## src/rtl/spi_adc_responder_if.sv

```systemverilog
// Sample stream and SPI pin bundle for the emulated ADC channel.
// The master side is the sample source and the SPI capture block; the slave side is the responder.
interface spi_adc_responder_if #(
  parameter int DATA_W = 10
);
  logic              spi_clk;
  logic              cs;
  logic              sdo;
  logic              sdo_oe;
  logic [DATA_W-1:0] s_data;
  logic              s_valid;
  logic              s_ready;

  modport master (
    output spi_clk, cs, s_data, s_valid,
    input  sdo, sdo_oe, s_ready
  );

  modport slave (
    input  spi_clk, cs, s_data, s_valid,
    output sdo, sdo_oe, s_ready
  );
endinterface

```

## src/rtl/spi_adc_responder.sv

```systemverilog
// SPI responder emulating one 10-bit ADC channel: buffers samples in a small FIFO
// and shifts each one out MSB-first, framed by zeros, on spi_clk falling edges.
module spi_adc_responder #(
  parameter int DATA_W      = 10,
  parameter int LEAD_ZEROS  = 3,
  parameter int FRAME_BITS  = 16,
  parameter int FIFO_DEPTH  = 4,
  parameter int SYNC_STAGES = 2
) (
  input  logic                 clk,
  input  logic                 reset,
  spi_adc_responder_if.slave   bus,
  input  logic                 underrun_clr,
  output logic                 underrun,
  output logic                 busy,
  output logic [15:0]          frame_count,
  output logic [7:0]           abort_count
);

  localparam int TRAIL_ZEROS = FRAME_BITS - LEAD_ZEROS - DATA_W;
  localparam int PTR_W       = $clog2(FIFO_DEPTH);
  localparam int CNT_W       = $clog2(FRAME_BITS);
  localparam logic [CNT_W-1:0] LAST_CNT = CNT_W'(FRAME_BITS - 2);
  localparam logic [PTR_W:0]   FULL_OCC = (PTR_W + 1)'(FIFO_DEPTH);

  typedef enum logic [1:0] {IDLE, SHIFT, HOLD} state_t;

  state_t                  state_reg;
  logic [SYNC_STAGES-1:0]  sclk_sync_reg;
  logic [SYNC_STAGES-1:0]  cs_sync_reg;
  logic                    sclk_last_reg;
  logic                    cs_last_reg;
  logic [FRAME_BITS-1:0]   shreg_reg;
  logic [CNT_W-1:0]        bit_cnt_reg;
  logic                    sdo_reg;
  logic [DATA_W-1:0]       last_sample_reg;
  logic                    underrun_reg;
  logic [15:0]             frame_count_reg;
  logic [7:0]              abort_count_reg;

  logic [DATA_W-1:0]       mem [FIFO_DEPTH];
  logic [PTR_W-1:0]        wr_ptr_reg;
  logic [PTR_W-1:0]        rd_ptr_reg;
  logic [PTR_W:0]          occ_reg;

  logic                    sclk_s;
  logic                    cs_s;
  logic                    sclk_fall;
  logic                    cs_fall;
  logic                    fifo_nonempty;
  logic                    push;
  logic                    load;
  logic                    pop;
  logic [DATA_W-1:0]       load_sample;
  logic [FRAME_BITS-1:0]   load_word;

  // Pin synchronisers plus one edge-detect register; idle levels are spi_clk=0, cs=1.
  always_ff @(posedge clk or posedge reset) begin
    if (reset) begin
      sclk_sync_reg <= '0;
      cs_sync_reg   <= '1;
      sclk_last_reg <= 1'b0;
      cs_last_reg   <= 1'b1;
    end else begin
      sclk_sync_reg[0] <= bus.spi_clk;
      cs_sync_reg[0]   <= bus.cs;
      for (int i = 1; i < SYNC_STAGES; i++) begin
        sclk_sync_reg[i] <= sclk_sync_reg[i-1];
        cs_sync_reg[i]   <= cs_sync_reg[i-1];
      end
      sclk_last_reg <= sclk_s;
      cs_last_reg   <= cs_s;
    end
  end

  assign sclk_s    = sclk_sync_reg[SYNC_STAGES-1];
  assign cs_s      = cs_sync_reg[SYNC_STAGES-1];
  assign sclk_fall = sclk_last_reg & ~sclk_s;
  assign cs_fall   = cs_last_reg & ~cs_s;

  assign fifo_nonempty = (occ_reg != '0);
  assign bus.s_ready   = (occ_reg < FULL_OCC);
  assign push          = bus.s_valid & bus.s_ready;
  assign load          = (state_reg == IDLE) & cs_fall;
  // A push landing on an empty FIFO during a load is not bypassed: pop needs registered occupancy.
  assign pop           = load & fifo_nonempty;

  assign load_sample = fifo_nonempty ? mem[rd_ptr_reg] : last_sample_reg;
  assign load_word   = FRAME_BITS'(load_sample) << TRAIL_ZEROS;

  always_ff @(posedge clk) begin
    if (push) begin
      mem[wr_ptr_reg] <= bus.s_data;
    end
  end

  always_ff @(posedge clk or posedge reset) begin
    if (reset) begin
      wr_ptr_reg <= '0;
      rd_ptr_reg <= '0;
      occ_reg    <= '0;
    end else begin
      if (push) wr_ptr_reg <= wr_ptr_reg + PTR_W'(1);
      if (pop)  rd_ptr_reg <= rd_ptr_reg + PTR_W'(1);
      case ({push, pop})
        2'b10:   occ_reg <= occ_reg + (PTR_W + 1)'(1);
        2'b01:   occ_reg <= occ_reg - (PTR_W + 1)'(1);
        default: occ_reg <= occ_reg;
      endcase
    end
  end

  always_ff @(posedge clk or posedge reset) begin
    if (reset) begin
      state_reg       <= IDLE;
      shreg_reg       <= '0;
      bit_cnt_reg     <= '0;
      sdo_reg         <= 1'b0;
      last_sample_reg <= '0;
      underrun_reg    <= 1'b0;
      frame_count_reg <= '0;
      abort_count_reg <= '0;
    end else begin
      // A new underrun beats a coincident clear.
      underrun_reg <= (underrun_reg & ~underrun_clr) | (load & ~fifo_nonempty);
      case (state_reg)
        IDLE: begin
          sdo_reg <= 1'b0;
          if (cs_fall) begin
            state_reg   <= SHIFT;
            shreg_reg   <= load_word;
            bit_cnt_reg <= '0;
            sdo_reg     <= load_word[FRAME_BITS-1];
            if (fifo_nonempty) last_sample_reg <= mem[rd_ptr_reg];
          end
        end
        SHIFT: begin
          // cs rising outranks a coincident spi_clk fall.
          if (cs_s) begin
            state_reg <= IDLE;
            sdo_reg   <= 1'b0;
            if (abort_count_reg != 8'hFF) abort_count_reg <= abort_count_reg + 8'd1;
          end else if (sclk_fall) begin
            bit_cnt_reg <= bit_cnt_reg + CNT_W'(1);
            shreg_reg   <= shreg_reg << 1;
            sdo_reg     <= shreg_reg[FRAME_BITS-2];
            if (bit_cnt_reg == LAST_CNT) begin
              state_reg       <= HOLD;
              sdo_reg         <= 1'b0;
              frame_count_reg <= frame_count_reg + 16'd1;
            end
          end
        end
        HOLD: begin
          sdo_reg <= 1'b0;
          if (cs_s) state_reg <= IDLE;
        end
        default: begin
          state_reg <= IDLE;
          sdo_reg   <= 1'b0;
        end
      endcase
    end
  end

  assign bus.sdo     = sdo_reg;
  assign bus.sdo_oe  = ~cs_s;
  assign underrun    = underrun_reg;
  assign busy        = (state_reg == SHIFT);
  assign frame_count = frame_count_reg;
  assign abort_count = abort_count_reg;

endmodule

```

## src/flat_wrapper.sv

```systemverilog
// flat-port wrapper written by rule: the top's interface ports become plain ports
module spi_adc_responder_flat 
#(
  parameter int DATA_W      = 10,
  parameter int LEAD_ZEROS  = 3,
  parameter int FRAME_BITS  = 16,
  parameter int FIFO_DEPTH  = 4,
  parameter int SYNC_STAGES = 2
)
  (clk, reset, underrun_clr, underrun, busy, frame_count, abort_count, bus_spi_clk, bus_cs, bus_s_data, bus_s_valid, bus_sdo, bus_sdo_oe, bus_s_ready);
  spi_adc_responder_if #(.DATA_W(DATA_W)) bus_i ();
  input  logic clk;
  input  logic reset;
  input  logic underrun_clr;
  output logic underrun;
  output logic busy;
  output logic [15:0] frame_count;
  output logic [7:0] abort_count;
  input wire logic [$bits(bus_i.spi_clk)-1:0] bus_spi_clk;
  input wire logic [$bits(bus_i.cs)-1:0] bus_cs;
  input wire logic [$bits(bus_i.s_data)-1:0] bus_s_data;
  input wire logic [$bits(bus_i.s_valid)-1:0] bus_s_valid;
  output wire logic [$bits(bus_i.sdo)-1:0] bus_sdo;
  output wire logic [$bits(bus_i.sdo_oe)-1:0] bus_sdo_oe;
  output wire logic [$bits(bus_i.s_ready)-1:0] bus_s_ready;
  assign bus_i.spi_clk = bus_spi_clk;
  assign bus_i.cs = bus_cs;
  assign bus_i.s_data = bus_s_data;
  assign bus_i.s_valid = bus_s_valid;
  assign bus_sdo = bus_i.sdo;
  assign bus_sdo_oe = bus_i.sdo_oe;
  assign bus_s_ready = bus_i.s_ready;
  spi_adc_responder #(.DATA_W(DATA_W), .LEAD_ZEROS(LEAD_ZEROS), .FRAME_BITS(FRAME_BITS), .FIFO_DEPTH(FIFO_DEPTH), .SYNC_STAGES(SYNC_STAGES)) u_core (.clk(clk), .reset(reset), .bus(bus_i), .underrun_clr(underrun_clr), .underrun(underrun), .busy(busy), .frame_count(frame_count), .abort_count(abort_count));
endmodule
```

## config.mk

```make
export PLATFORM = sky130hd
export DESIGN_NAME = spi_adc_responder_flat
export DESIGN_NICKNAME = d
export VERILOG_FILES = /design/src/rtl/spi_adc_responder_if.sv /design/src/rtl/spi_adc_responder.sv /design/src/flat_wrapper.sv
export SDC_FILE = /design/constraint.sdc
export NUM_CORES = 1
export LEC_CHECK = 0
export CAP_MARGIN = 25
export CORE_UTILIZATION = 60
export DETAILED_ROUTE_END_ITERATION = 10
export PLACE_DENSITY = 0.83
export SYNTH_ARGS = -nofsm -noshare
export SYNTH_HDL_FRONTEND = slang
export SYNTH_SLANG_ARGS = --single-unit
```

## constraint.sdc

```tcl
create_clock -name clk -period 4.3 [get_ports clk]
set_clock_uncertainty 0.15 [all_clocks]
set_input_delay 0.86 -clock clk [delete_from_list [all_inputs] [get_ports clk]]
set_output_delay 0.86 -clock clk [all_outputs]
set_load 0.05 [all_outputs]
```

==> summary.md <==
| Metric | Value |
|---|---|
| Outcome | finished, final reports clean |
| Leak pwr | 2.08 nW |
| Final period utilization | 0.784 |
| #FFs+latches synth | 107 |
| Die H | 89.2 um |
| Max reg flops | 40 |
| Mux share of post-synthesis cell area | 0.0960 |
| Initial antenna violation count | 0 |
| Via density per instance | 5.50 |
| Post-synth ARST share | 0.626 |
| Synthesized Nets | 354 |
| Initial core utilization | 0.625 |
| FF-to-FF path depth | 8 |
| Distinct cells, synth | 47 |
| Power per cell area | 516 nW/um^2 |
| Slew Viols, Final | 0 |
| Clock latency on the worst-skew pair | 0.37 ns |
| WP data required | 3.29 ns |
| Max cap viols | 0 |
| FP Rows | 31 |
| Post-cts gate resize count | 0 |
| Normalized max-slew margin | 0.394 |
| CTS H-tree lvls | 3 |
| Largest family of logic cells by synthesized area | simple AND/OR/NAND/NOR gates |
| Synthesized area | 4560 um^2 |
| NumNets Final | 401 |
| VDD IR-drop max | 0.345 mV |
| Area leader, netlist | dfrtp_1 |
| Remaining DRCs | 0 |
| Crit Path Max Fanout | 14 |
| Root Driver | clkbuf_8 |
| Simple-Gate Fraction of Synth Area | 0.125 |
| CTS buffer count | 9 |
| RSZ-0062 raised after global routing | false |
| Antenna-violating nets left | 0 |
| Fill cell count | 523 |
| Final GP Congestion | 0.760 |
| Die width | 89.2 um |
| Maximum clock frequency | 297 MHz |
| CTS sink count | 107 |
| TritonRoute pass-1 iters | 4 |
| Setup Crit Path Kind | reg -> out |
| Vias post-DR | 2635 |
| Final WL | 6980 um |
| Post-CTS setup buffer count | 0 |
| Min Clock Period, post-route | 3.37 ns |
| Buffers on Ports | 44 |
| Synth area leaders | dfrtp_1 (35%), edfxtp_1 (26%), mux4_2 (4.9%), xnor2_1 (2.9%), xor2_1 (2.5%) |
| Ports | 45 |
| DP HPWL | 5150 um |
| Routed WL per cell | 14.6 um |
| Worst Max-Slew Pin Slew | 0.907 ns |
| 1st-iter DRT viols | 138 |
| Core area | 7290 um^2 |
| # diodes | 0 |
| CP endpoint kind | output pin |
| Largest net degree at the start of global routing | 46 |
| GRT overflow | 0 |
| Register area share after synthesis | 0.632 |
| Synth Area in Compound Gates | 0.0384 |
| Clock-pin slew on the worst setup and hold paths | 0.10 ns |
| Die ar. | 7950 um^2 |
| Synth Area in Adders | 0.0291 |
| Synth Instances | 328 |
| Setup slack, reg-to-reg | 1.49 ns |
| CTS tree | built |
| # hold bufs at CTS | 0 |
| P&R area growth vs syn | 15.7% |
| Finish-stage setup viols | 0 |
| WHS Path Cells | 0 |
| Hold crit path type | reg -> reg |
| Vias in the first global route | 2673 |
| Post-synth top area share | 0.351 |
| Hold Slack | 0.207 ns |
| Critical path arrival | 2.36 ns |
| YS warnings | 0 |
| Final Hold Vio Count | 0 |
| Tot GR Track Use | 0.206 |
| Longest Clk Path Bufs | 2 |
| Synth Flop Type | dfrtp_1 |
| First-pass GRT wire length | 12100 um |
| Setup TNS | 0 ns |
| Share of layout cells above drive strength 1 | 0.150 |
| Syn Area/Cell | 13.9 um^2 |
| Startpoint Class | register |
| EDFF count, synth | 40 |
| Post-Synth XOR/XNOR Area | 0.0538 |
-- through the flow --
stage                     setup WS, ns  total power [W]  std cells  instance area (um^2)   util
after floorplan                   1.61          0.00200        328                  4560      -
after global placement            1.43          0.00214        463                  5090  0.698
after detailed placement          1.33          0.00218        463                  5090  0.698
after CTS                        0.911          0.00276        479                  5280  0.724
after global routing             0.796          0.00289        479                  5280  0.724
final                            0.928          0.00272        479                  5280  0.724
-- kinds of logic (layout without fill, tap and decap cells) --
family | Yosys count | after routing
flip-flops | 107 | 107
AND/OR/NAND/NOR | 101 | 101
multiplexers | 30 | 30
XOR/XNOR | 28 | 28
buffers and inverters | 27 | 79
AO/OA/AOI/OAI | 25 | 25
adder cells (fa/ha/maj) | 10 | 10
-- cell usage after synthesis (all sizes together) (4+ instances only) --
master,count
xnor2,15
o21ai,6
nor2,19
nand3,14
nor3,16
nand4,5
mux2,10
a211oi,10
ha,9
and2,4
nand2b,4
mux4,10
inv,16
nand2,24
xor2,13
buf,5
clkbuf,6
dfrtp,64
edfxtp,40
mux2i,10
-- power by group --
part | total, W | internal (W) | leakage [nW] | switching, W
Clock | 0.000575 | 0.000225 | 0.0982 | 0.000350
Sequential | 0.00145 | 0.00128 | 1.21 | 0.000172
Combinational | 0.000701 | 0.000341 | 0.774 | 0.000360
-- worst paths after layout --
| path | start | end |
|---|---|---|
| max in group asynchronous | reset | u_core.cs_last_reg |
| max reg2reg | u_core.state_reg[1] | u_core.occ_reg[2] |
| max | u_core.state_reg[1] | busy |
| min in group asynchronous | reset | u_core.abort_count[3] |
| min | u_core.cs_sync_reg[0] | u_core.cs_sync_reg[1] |
| min reg2reg | u_core.cs_sync_reg[0] | u_core.cs_sync_reg[1] |
-- worst max-delay path, stage by stage, from the launching register on --
cell and delay (ns):
dfrtp_1 0.47, nand2b_1 0.44, inv_2 0.24, clkdlybuf4s50_1 0.83
-- layer usage --
layer | GRT usage | wire [um] | vias to the layer above
met5 | 0 | 0 | -
met1 | 0.249 | 3040 | 1303
met2 | 0.357 | 3560 | 52
met4 | 0.0823 | 139 | 0
li1 | - | - | 1268
met3 | 0.0517 | 237 | 12
-- cell usage in the layout, fill, tap and decap left out, types with 3 or more instances in the layout --
| cell | synthesis | routed |
|---|---|---|
| and2_1 | 4 | 4 |
| xnor2_1 | 15 | 15 |
| xor2_1 | 13 | 13 |
| clkdlybuf4s50_1 | 0 | 44 |
| inv_6 | 0 | 5 |
| dfrtp_1 | 64 | 64 |
| nor3_1 | 12 | 12 |
| nor2_1 | 18 | 18 |
| clkbuf_8 | 0 | 9 |
| nand2_1 | 24 | 24 |
| mux2_2 | 10 | 10 |
| nand4_1 | 5 | 5 |
| ha_1 | 9 | 9 |
| or3_1 | 3 | 3 |
| edfxtp_1 | 40 | 40 |
| nor3_2 | 4 | 4 |
| nand2b_1 | 3 | 3 |
| buf_4 | 2 | 3 |
| dfstp_2 | 3 | 3 |
| a21oi_1 | 3 | 3 |
| inv_1 | 15 | 14 |
| nand3_1 | 13 | 13 |
| o21ai_0 | 6 | 6 |
| mux4_2 | 10 | 10 |
| a211oi_1 | 9 | 9 |
| mux2i_1 | 10 | 10 |
-- final cells by class --
| type | count | area [um^2] | share of cell area |
|---|---|---|---|
| clock buffer | 9 | 124 | 0.0235 |
| clock inverter | 7 | 65.1 | 0.0123 |
| inverter | 16 | 60.1 | 0.0114 |
| multi-input combinational | 194 | 1560 | 0.296 |
| sequential | 107 | 2880 | 0.546 |
| tap | 99 | 124 | 0.0235 |
| timing repair buffer | 47 | 463 | 0.0877 |
No activity file was read; power rests on OpenSTA's default activity.
